## src/rtl/wb_commit_if.sv

```systemverilog
// Bundle between execute/memory, decode and the register-file write port for wb_commit_unit.
// slave = the commit unit, master = the surrounding pipeline.
interface wb_commit_if #(
    parameter int DEPTH  = 4,
    parameter int DATA_W = 32,
    parameter int REG_AW = 5
);
    logic                     aluValid;
    logic [REG_AW-1:0]        aluReg;
    logic [DATA_W-1:0]        aluData;
    logic                     issueValid;
    logic [REG_AW-1:0]        issueReg;
    logic                     longValid;
    logic [REG_AW-1:0]        longReg;
    logic [DATA_W-1:0]        longData;
    logic                     longReady;
    logic                     regWrite;
    logic [REG_AW-1:0]        writeReg;
    logic [DATA_W-1:0]        writeData;
    logic [REG_AW-1:0]        queryReg1;
    logic [REG_AW-1:0]        queryReg2;
    logic                     pending1;
    logic                     pending2;
    logic [$clog2(DEPTH):0]   fifoCount;
    logic                     fwdValid;
    logic [REG_AW-1:0]        fwdReg;
    logic [DATA_W-1:0]        fwdData;

    modport slave (
        input  aluValid, aluReg, aluData, issueValid, issueReg,
               longValid, longReg, longData, queryReg1, queryReg2,
        output longReady, regWrite, writeReg, writeData,
               pending1, pending2, fifoCount, fwdValid, fwdReg, fwdData
    );

    modport master (
        output aluValid, aluReg, aluData, issueValid, issueReg,
               longValid, longReg, longData, queryReg1, queryReg2,
        input  longReady, regWrite, writeReg, writeData,
               pending1, pending2, fifoCount, fwdValid, fwdReg, fwdData
    );
endinterface

```

## src/rtl/wb_commit_unit.sv

```systemverilog
// Register-file writer: ALU results win, long results drain from a FIFO, pending scoreboard for decode.
// Optional macro WB_BYPASS_EN exposes the selected commit combinationally on fwdValid/fwdReg/fwdData.
module wb_commit_unit #(
    parameter int DEPTH  = 4,
    parameter int DATA_W = 32,
    parameter int REG_AW = 5
) (
    input  logic         clk,
    input  logic         rst_n,
    wb_commit_if.slave   bus
);
    localparam int PW   = $clog2(DEPTH);
    localparam int CW   = PW + 1;
    localparam int NREG = 1 << REG_AW;

    logic [REG_AW-1:0] fifo_reg  [DEPTH];
    logic [DATA_W-1:0] fifo_data [DEPTH];
    logic [PW-1:0]     rd_ptr;
    logic [PW-1:0]     wr_ptr;
    logic [CW-1:0]     count;
    logic [NREG-1:0]   pending;
    logic [NREG-1:0]   pending_nxt;

    logic              alu_commit;
    logic              fifo_empty;
    logic              fifo_full;
    logic              push;
    logic              pop;
    logic              sel_valid;
    logic [REG_AW-1:0] sel_reg;
    logic [DATA_W-1:0] sel_data;

    always_comb begin
        alu_commit = bus.aluValid && (bus.aluReg != '0);
        fifo_empty = (count == '0);
        fifo_full  = (count == CW'(DEPTH));
        pop        = !alu_commit && !fifo_empty;
        // A long result to reg 0 completes its handshake but is dropped.
        push       = bus.longValid && !fifo_full && (bus.longReg != '0);
        sel_valid  = alu_commit || pop;
        sel_reg    = '0;
        sel_data   = '0;
        if (alu_commit) begin
            sel_reg  = bus.aluReg;
            sel_data = bus.aluData;
        end else if (pop) begin
            sel_reg  = fifo_reg[rd_ptr];
            sel_data = fifo_data[rd_ptr];
        end
    end

    // Clear from the pop is applied first so a same-cycle issue to that register wins.
    always_comb begin
        pending_nxt = pending;
        if (pop)
            pending_nxt[fifo_reg[rd_ptr]] = 1'b0;
        if (bus.issueValid && (bus.issueReg != '0))
            pending_nxt[bus.issueReg] = 1'b1;
    end

    always_ff @(posedge clk or negedge rst_n) begin
        if (!rst_n) begin
            rd_ptr        <= '0;
            wr_ptr        <= '0;
            count         <= '0;
            pending       <= '0;
            bus.regWrite  <= 1'b0;
            bus.writeReg  <= '0;
            bus.writeData <= '0;
        end else begin
            if (push)
                wr_ptr <= wr_ptr + PW'(1);
            if (pop)
                rd_ptr <= rd_ptr + PW'(1);
            count   <= count + CW'(push) - CW'(pop);
            pending <= pending_nxt;
            bus.regWrite <= sel_valid;
            if (sel_valid) begin
                bus.writeReg  <= sel_reg;
                bus.writeData <= sel_data;
            end
        end
    end

    // Storage needs no reset; pointers and count define what is valid.
    always_ff @(posedge clk) begin
        if (push) begin
            fifo_reg[wr_ptr]  <= bus.longReg;
            fifo_data[wr_ptr] <= bus.longData;
        end
    end

    assign bus.longReady = !fifo_full;
    assign bus.fifoCount = count;
    assign bus.pending1  = (bus.queryReg1 != '0) && pending[bus.queryReg1];
    assign bus.pending2  = (bus.queryReg2 != '0) && pending[bus.queryReg2];

`ifdef WB_BYPASS_EN
    assign bus.fwdValid = sel_valid;
    assign bus.fwdReg   = sel_reg;
    assign bus.fwdData  = sel_data;
`else
    assign bus.fwdValid = 1'b0;
    assign bus.fwdReg   = '0;
    assign bus.fwdData  = '0;
`endif
endmodule

```

## src/flat_wrapper.sv

```systemverilog
// flat-port wrapper written by rule: the top's interface ports become plain ports
module wb_commit_unit_flat 
#(
    parameter int DEPTH  = 4,
    parameter int DATA_W = 32,
    parameter int REG_AW = 5
)
  (clk, rst_n, bus_aluValid, bus_aluReg, bus_aluData, bus_issueValid, bus_issueReg, bus_longValid, bus_longReg, bus_longData, bus_queryReg1, bus_queryReg2, bus_longReady, bus_regWrite, bus_writeReg, bus_writeData, bus_pending1, bus_pending2, bus_fifoCount, bus_fwdValid, bus_fwdReg, bus_fwdData);
  wb_commit_if #(.DEPTH(DEPTH), .DATA_W(DATA_W), .REG_AW(REG_AW)) bus_i ();
  input  logic clk;
  input  logic rst_n;
  input wire logic [$bits(bus_i.aluValid)-1:0] bus_aluValid;
  input wire logic [$bits(bus_i.aluReg)-1:0] bus_aluReg;
  input wire logic [$bits(bus_i.aluData)-1:0] bus_aluData;
  input wire logic [$bits(bus_i.issueValid)-1:0] bus_issueValid;
  input wire logic [$bits(bus_i.issueReg)-1:0] bus_issueReg;
  input wire logic [$bits(bus_i.longValid)-1:0] bus_longValid;
  input wire logic [$bits(bus_i.longReg)-1:0] bus_longReg;
  input wire logic [$bits(bus_i.longData)-1:0] bus_longData;
  input wire logic [$bits(bus_i.queryReg1)-1:0] bus_queryReg1;
  input wire logic [$bits(bus_i.queryReg2)-1:0] bus_queryReg2;
  output wire logic [$bits(bus_i.longReady)-1:0] bus_longReady;
  output wire logic [$bits(bus_i.regWrite)-1:0] bus_regWrite;
  output wire logic [$bits(bus_i.writeReg)-1:0] bus_writeReg;
  output wire logic [$bits(bus_i.writeData)-1:0] bus_writeData;
  output wire logic [$bits(bus_i.pending1)-1:0] bus_pending1;
  output wire logic [$bits(bus_i.pending2)-1:0] bus_pending2;
  output wire logic [$bits(bus_i.fifoCount)-1:0] bus_fifoCount;
  output wire logic [$bits(bus_i.fwdValid)-1:0] bus_fwdValid;
  output wire logic [$bits(bus_i.fwdReg)-1:0] bus_fwdReg;
  output wire logic [$bits(bus_i.fwdData)-1:0] bus_fwdData;
  assign bus_i.aluValid = bus_aluValid;
  assign bus_i.aluReg = bus_aluReg;
  assign bus_i.aluData = bus_aluData;
  assign bus_i.issueValid = bus_issueValid;
  assign bus_i.issueReg = bus_issueReg;
  assign bus_i.longValid = bus_longValid;
  assign bus_i.longReg = bus_longReg;
  assign bus_i.longData = bus_longData;
  assign bus_i.queryReg1 = bus_queryReg1;
  assign bus_i.queryReg2 = bus_queryReg2;
  assign bus_longReady = bus_i.longReady;
  assign bus_regWrite = bus_i.regWrite;
  assign bus_writeReg = bus_i.writeReg;
  assign bus_writeData = bus_i.writeData;
  assign bus_pending1 = bus_i.pending1;
  assign bus_pending2 = bus_i.pending2;
  assign bus_fifoCount = bus_i.fifoCount;
  assign bus_fwdValid = bus_i.fwdValid;
  assign bus_fwdReg = bus_i.fwdReg;
  assign bus_fwdData = bus_i.fwdData;
  wb_commit_unit #(.DEPTH(DEPTH), .DATA_W(DATA_W), .REG_AW(REG_AW)) u_core (.clk(clk), .rst_n(rst_n), .bus(bus_i));
endmodule
```

## config.mk

```make
export PLATFORM = sky130hd
export DESIGN_NAME = wb_commit_unit_flat
export DESIGN_NICKNAME = d
export VERILOG_FILES = /design/src/rtl/wb_commit_if.sv /design/src/rtl/wb_commit_unit.sv /design/src/flat_wrapper.sv
export SDC_FILE = /design/constraint.sdc
export NUM_CORES = 1
export LEC_CHECK = 0
export ABC_AREA = 0
export CORE_UTILIZATION = 43
export CTS_CLUSTER_DIAMETER = 80
export CTS_CLUSTER_SIZE = 10
export DETAILED_ROUTE_END_ITERATION = 6
export HOLD_SLACK_MARGIN = 0.12
export PLACE_DENSITY = 0.69
export SYNTH_ARGS = -nofsm -noshare
export SYNTH_HDL_FRONTEND = slang
export SYNTH_SLANG_ARGS = --single-unit
```

## constraint.sdc

```tcl
create_clock -name clk -period 5.64 [get_ports clk]
set_input_delay 1.128 -clock clk [delete_from_list [all_inputs] [get_ports clk]]
set_output_delay 1.128 -clock clk [all_outputs]
set_load 0.02 [all_outputs]
```

==> results.md, run 1 <==
- Fin. Hold Viols: 0
- Status: complete, no violations
- Total CTS buffers: 26
- Final Worst Setup Slack: 1042 ps
- Netlist Area Pre-Place: 0.009828 sq mm
- Total power: 6.070 mW
- Max Slew Vio Count: 0
- Kind of critical path: in2out
- Initial antenna violation count: 1
- Peak Freq: 217.5 MHz
- Leak Pwr: 4.374 nW
- TritonCTS clock tree: yes
- ANT nets after route: 0
- Placed Area: 0.01130 sq mm
- Worst slack, placed: 1006 ps
- Max-cap viol count: 0
- CP max stage cell: clkdlybuf4s50_1
- Mean area per synthesized cell: 13.98 sq um
- R2R setup slack: 2860 ps
- Number of global-route vias before repair: 6323
- Register area share after synthesis: 64.57%
- Critical Path AT: 3470 ps
- Post-CTS resize count: 0
- WL/cell: 19.13 um
- Post-synth EDFFs: 148
- Max IR drop VDD: 0.0002340 V
- GP Congestion: 0.8439
- Hold path start: u_core.bus.writeData[21]$_DFFE_PN0P_
- Total of warnings raised by yosys: 0
- Setup bufs post-CTS: 0
- Largest stage delay, worst path: 770 ps
- Worst r2r path cells: 9
- Cell variety after synth: 47
- Post-route cell area: 0.01205 sq mm
- Reg clk slew, reported paths: 50 ps
- Ys async rst share: 33.93%
- Via density: 5.384
- Hold Crit Class: reg2reg
- Detailed placer's ending HPWL: 13750 um
- First-pass GRT wire length: 34490 um
- Largest Register: u_core.fifo_data
- Share of cells above drive strength 1: 11.83%
- Drt first pass iters: 5
- Die height: 153.2 um
- Critical path cell sequence: clkdlybuf4s50_1 > mux4_2 > and4b_1 > a41oi_1 > nand4_1 > clkdlybuf4s50_1
- Worst Setup Start Kind: input pin
- DR iter-0 viols: 351
- Max-Slew Margin vs Limit: 30.66%
- Mapped Cells: 703
- CORE AREA: 0.02209 sq mm
- Power per cell area: 503.6 mW/mm^2
- CP Launch Point: bus_queryReg2[0]
- Largest net degree at the start of global routing: 77
- Largest register FFs: 128
- Skew final: 21.29 ps
- Worst path required time: 4510 ps
- Die X: 153.2 um
- Hold Path End: u_core.bus.writeData[21]$_DFFE_PN0P_
- Area delta synth->final: 22.65%
- CTS sink count: 224
- Reg-to-reg critical path endpoint: u_core.bus.fifoCount[2]$_DFF_PN0_
- Critical path endpoint category: output pin
- Remaining global-route overflow: 0
- Fin crit period: 4598 ps
- Clock root buffer: clkbuf_16
- Number of setup violations in the final report: 0
- RR Startpoint: u_core.bus.fifoCount[2]$_DFF_PN0_
- Post-Route Setup TNS: 0 ps
- Fin util: 54.56%
- Final nets: 937
- Skew-Pair Late Insertion Delay: 520 ps
- Final WL: 21710 um
- # IOs: 176
- DRC: 0
- All-layer global routing usage: 18.82%
- FP Rows: 54
- H-tree Lvls: 1
- Total vias in the final route: 6111
- # hold bufs at CTS: 0
- Most used cell, CP: clkdlybuf4s50_1
- Initial Utilization: 44.48%
- Die area: 0.02346 sq mm
- Unrepaired setup endpoints after global routing: no
- Worst-Margin Slew: 1040 ps
- Port bufs: 137
- Largest registers: u_core.fifo_data x128, u_core.bus.writeData x32, u_core.pending x31
- Min-Delay Path Depth: 2
- Clock Tree Buf Depth: 3
- Seq cells post-synth: 224
- CP Max Fanout: 8
- Final period utilization: 81.53%
- Top_reg_cell synth: edfxtp_1
## where the power goes
part / leakage, nW / internal [mW] / switching, mW / total [mW]
logic: 1.78 / 0.947 / 1.05 / 2.00
clock network: 0.358 / 0.884 / 0.612 / 1.50
registers: 2.24 / 2.24 / 0.338 / 2.58
## cells in the final DEF, fill, tap and decap left out, types with 2 or more instances in the layout
master	count
conb_1	38
a22o_1	2
and4b_1	2
dfrtp_2	2
xnor2_1	4
nand3_1	5
clkdlybuf4s50_1	136
or3_1	5
nand3b_1	5
buf_4	6
ha_1	6
a31oi_1	37
nor3_1	12
or3b_2	3
mux4_2	51
edfxtp_1	148
nor3_2	2
nor3b_1	13
nand2b_1	4
o211a_1	4
clkbuf_1	18
dfrtp_1	74
nor3b_2	2
inv_1	9
o21ai_0	4
clkbuf_16	27
mux2i_1	4
o211ai_1	2
nand2_1	80
a41oi_1	2
and2_2	4
nand4_1	2
a2bb2oi_1	4
a21oi_1	27
nor2_1	95
and3_1	3
## worst max-delay path by stage
stage | to | slack [ps] | cells after the start
2_1_floorplan | bus_pending1 | 2070 | 5
3_3_place_gp | bus_pending2 | 1010 | 6
3_5_place_dp | bus_pending2 | 1010 | 6
4_1_cts | bus_pending2 | 1010 | 6
5_1_grt | bus_pending1 | 840 | 6
6_report | bus_pending2 | 1040 | 6
## layer usage
layer  wire, um  vias up  GRT usage, %
met4        381        2         5.195
met2      10500      225         31.29
met3       1547       31         3.998
li1           -     2819             -
met1       9268     3034         25.06
met5         11        -             0
## cell usage after synthesis (5+ instances only)
cell type | instances | area [sq um]
edfxtp_1 | 148 | 4444
nor3b_1 | 13 | 97.59
mux4_2 | 51 | 1149
nor2_1 | 95 | 356.6
a21oi_1 | 27 | 135.1
dfrtp_1 | 76 | 1902
a31oi_1 | 37 | 231.5
nand3_1 | 5 | 25.02
buf_4 | 38 | 285.3
nand3b_1 | 5 | 37.54
clkbuf_1 | 24 | 90.09
buf_2 | 7 | 35.03
inv_1 | 9 | 33.78
nor3_1 | 13 | 65.06
ha_1 | 6 | 75.07
nand2_1 | 80 | 300.3
or3_1 | 5 | 31.28
## logic make-up (layout without fill, tap and decap cells)
family	Yosys count	after routing	share of synthesized area, %
flops	224	224	64.57
buf+inv	83	197	4.787
compound gates	87	87	5.805
other cells	1	39	0.03816
xor+xnor	5	5	0.4456
simple gates	240	240	11.18
mux	56	56	12.21
fa+ha+maj	7	7	0.9675
## worst max-delay path: cells and delay by family
| family | cells | cell delay [ps] |
|---|---|---|
| buffers and inverters | 2 | 1320 |
| multiplexers | 1 | 560 |
| AND/OR/NAND/NOR | 2 | 320 |
| AO/OA/AOI/OAI | 1 | 150 |
## final cells by class
cell class / instances / area, sq um
antenna: 1 / 2.502
inverter: 9 / 33.78
sequential: 224 / 6349
clock inverter: 1 / 8.758
tap: 280 / 350.3
fill: 1802 / 10040
timing repair buffer: 142 / 1406
clock buffer: 45 / 743.2
multi-input combinational: 433 / 3161
## through the flow
step,hold slack (ps),std cells
floorplan,474.5,740
global placement,526.9,1088
detailed placement,533.6,1088
CTS,540.8,1134
global route,568.7,1134
finish,540.1,1135
Note: power is estimated with default switching activity, not from simulation.
==> inputs of run 2 (changes only) <==
- PLACE_DENSITY: 0.69 -> 0.72
- clock period: 5.64 -> 3.8 ns (I/O delays scaled with it)
==> run 2 against run 1 <==
Worst hold slack got worse by 180 ps. Global-route usage grew 0.19 points. Routed wire length is 0.58% higher. Clock-buffer cell count unchanged. Critical endpoint is now bus_pending1. Flip-flop and latch count is the same. Combinational power increased by 54%. Largest power group unchanged. Clock power is 47% higher. Largest cell class unchanged.
==> results.md, run 2 (synthesis results as in run 1) <==
- Fin crit period: 3355 ps
- Share of cells above drive strength 1: 12.05% (+0.22 points)
- Initial Utilization: 44.48% (unchanged)
- DR iter-0 viols: 346 (-1.4%)
- Critical path endpoint category: output pin
- Clock root buffer: clkbuf_16
- WL/cell: 19.10 um (-0.12%)
- Sequential Power Share: 41.4% (-1.0 points)
- Leak Pwr: 4.446 nW (+1.6%)
- Max Slew Vio Count: 0 (unchanged)
- Worst path required time: 3040 ps (-1470 ps)
- CORE AREA: 0.02209 sq mm (unchanged)
- Setup bufs post-CTS: 0 (unchanged)
- Largest registers: u_core.fifo_data x128, u_core.bus.writeData x32, u_core.pending x31
- CTS sink count: 224 (unchanged)
- Clock group share of total power: 24.4% (-0.2 points)
- FP Rows: 54 (unchanged)
- P_int: 6.029 mW (+48%)
- Die height: 153.2 um (unchanged)
- Commonest non-fill, non-tap cells in the layout: edfxtp_1, clkdlybuf4s50_1, nor2_1
- Tightest hold margin: 364.0 ps (-176.1 ps)
- Power share of the combinational group: 34.2% (+1.3 points)
- Critical path cell sequence: clkdlybuf4s50_1 > buf_12 > mux4_2 > and4b_1 > a41oi_1 > nand4_1 > dlymetal6s2s_1
- Diodes inserted: 0 (-1)
- Largest register FFs: 128 (unchanged)
- Skew-Pair Late Insertion Delay: 530 ps (about the same)
- Worst-Margin Slew: 917.8 ps (-122.3 ps)
- Die area: 0.02346 sq mm (unchanged)
- Number of setup violations in the final report: 0 (unchanged)
- Final nets: 945 (+0.85%)
- Final period utilization: 88.30%
- CP Max Fanout: 8 (unchanged)
- Critical Path AT: 2600 ps (-870 ps)
- Power per cell area: 743.5 mW/mm^2 (+48%)
- Total power: 9.029 mW (+49%)
- DRC: 0 (unchanged)
- H-tree Lvls: 1 (unchanged)
- Largest stage delay, worst path: 510 ps (-260 ps)
- Total vias in the final route: 6242 (+2.1%)
- Remaining global-route overflow: 0 (unchanged)
- # IOs: 176 (unchanged)
- Worst Setup Start Kind: input pin
- First-pass GRT wire length: 34440 um (-0.16%)
- Hold Crit Class: in2async
- Sw frac: 33.23% (+0.28 points)
- Die X: 153.2 um (unchanged)
- Area delta synth->final: 23.56%
- Max IR drop VDD: 0.0004012 V (+71%)
- Filler cell count: 1806 (+0.22%)
- Unrepaired setup endpoints after global routing: no
- ANT nets after route: 0 (unchanged)
- Skew final: 17.93 ps (-3.362 ps)
- Reg clk slew, reported paths: 60 ps (about the same)
- Max-Slew Margin vs Limit: 38.81% (+8.2 points)
- Peak Freq: 298.0 MHz
- Number of global-route vias before repair: 6229 (-1.5%)
- Total CTS buffers: 26 (unchanged)
- Status: complete, no violations
- Largest net degree at the start of global routing: 74 (-3.9%)
- Largest Register: u_core.fifo_data
- TritonCTS clock tree: yes
- Final WL: 21840 um (+0.58%)
- Port bufs: 137 (unchanged)
- Clock Tree Buf Depth: 3 (unchanged)
- Initial antenna violation count: 1 (unchanged)
- Drt first pass iters: 5 (unchanged)
- GP Congestion: 0.8713 (+3.2%)
- Post-Route Setup TNS: 0 ps (unchanged)
- Kind of critical path: in2out
- Via density: 5.461 (+1.4%)
- All-layer global routing usage: 19.01% (+0.19 points)
- CP max stage cell: clkdlybuf4s50_1
- Net switching power: 3.000 mW (+50%)
- Most common cell after layout, fill and taps aside: edfxtp_1
- Max-cap viol count: 0 (unchanged)
- Detailed placer's ending HPWL: 14010 um (+1.9%)
- # hold bufs at CTS: 0 (unchanged)
- Fin. Hold Viols: 0 (unchanged)
[run 2: cell count changes in the layout (fill, tap and decap cells not counted), moves of 2 or more]
| cell | change |
|---|---|
| dlymetal6s2s_1 | +2 |
| and2_2 | -4 |
| buf_12 | +2 |
| clkdlybuf4s50_1 | -2 |
| and2_1 | +4 |
| buf_4 | +6 |
[run 2: stage by stage]
| stage | utilization, % | instances | area (sq um) | worst slack, ps |
|---|---|---|---|---|
| 2_1_floorplan | - | 740 | 9967 | 966.0 |
| 5_1_grt | 54.97 | 1143 | 12140 | 333.4 |
| 3_5_place_dp | 51.50 | 1096 | 11380 | 114.9 |
| 6_report | 54.97 | 1143 | 12140 | 444.7 |
| 3_3_place_gp | 51.50 | 1096 | 11380 | 116.0 |
| 4_1_cts | 54.94 | 1143 | 12140 | 99.76 |
[run 2: path summary, 6_finish.rpt]
kind | start | to | slack (ps) | depth (start not counted)
worst max-delay path | bus_queryReg1[0] | bus_pending1 | 440 | 7
worst min-delay path | rst_n | u_core.bus.writeReg[1]$_DFFE_PN0P_ | 360 | 1
worst max register to register | u_core.bus.fifoCount[2]$_DFF_PN0_ | u_core.bus.fifoCount[2]$_DFF_PN0_ | 1180 | 9
worst min register to register | u_core.bus.writeData[2]$_DFFE_PN0P_ | u_core.bus.writeData[2]$_DFFE_PN0P_ | 540 | 2
max in group asynchronous | rst_n | u_core.pending[11]$_DFF_PN0_ | 2710 | 2
min in group clk | u_core.bus.writeData[2]$_DFFE_PN0P_ | u_core.bus.writeData[2]$_DFFE_PN0P_ | 540 | 2
[run 2: final cells by class]
class	instances	area [sq um]	area share, %
multi-input combinational	433	3156	25.98
timing repair buffer	150	1496	12.32
clock buffer	45	721.9	5.945
tap	280	350.3	2.885
sequential	224	6347	52.27
inverter	9	33.78	0.2782
clock inverter	2	38.79	0.3194
[run 2: timing repair]
action                                  CTS  global route
endpoints found under the hold margin     0             0
endpoints found under the setup margin    0             2
gates resized for setup                   0             2
[run 2: power groups by stage]
stage	logic (mW)	clock network [mW]	registers [mW]
2_1_floorplan	1.92	0	3.81
3_3_place_gp	3.08	0	3.76
3_5_place_dp	3.12	0	3.77
4_1_cts	3.13	2.26	3.74
5_1_grt	3.35	2.35	3.81
6_report	3.09	2.20	3.74
[run 2: worst max-delay path, delay by kind of cell]
family	cells	cell delay (ps)
AOI/OAI and AO/OA	1	160
and+or+nand+nor	2	320
buffers and inverters	3	860
muxes	1	480
[run 2: metal layers]
layer | GRT usage, % | share of wire, % | vias to the layer above
met4 | 4.954 | 1.6 | 2
met1 | 25.77 | 43 | 3128
li1 | - | - | 2825
met2 | 31.20 | 48 | 255
met3 | 4.054 | 7.4 | 32
met5 | 0 | 0.060 | -
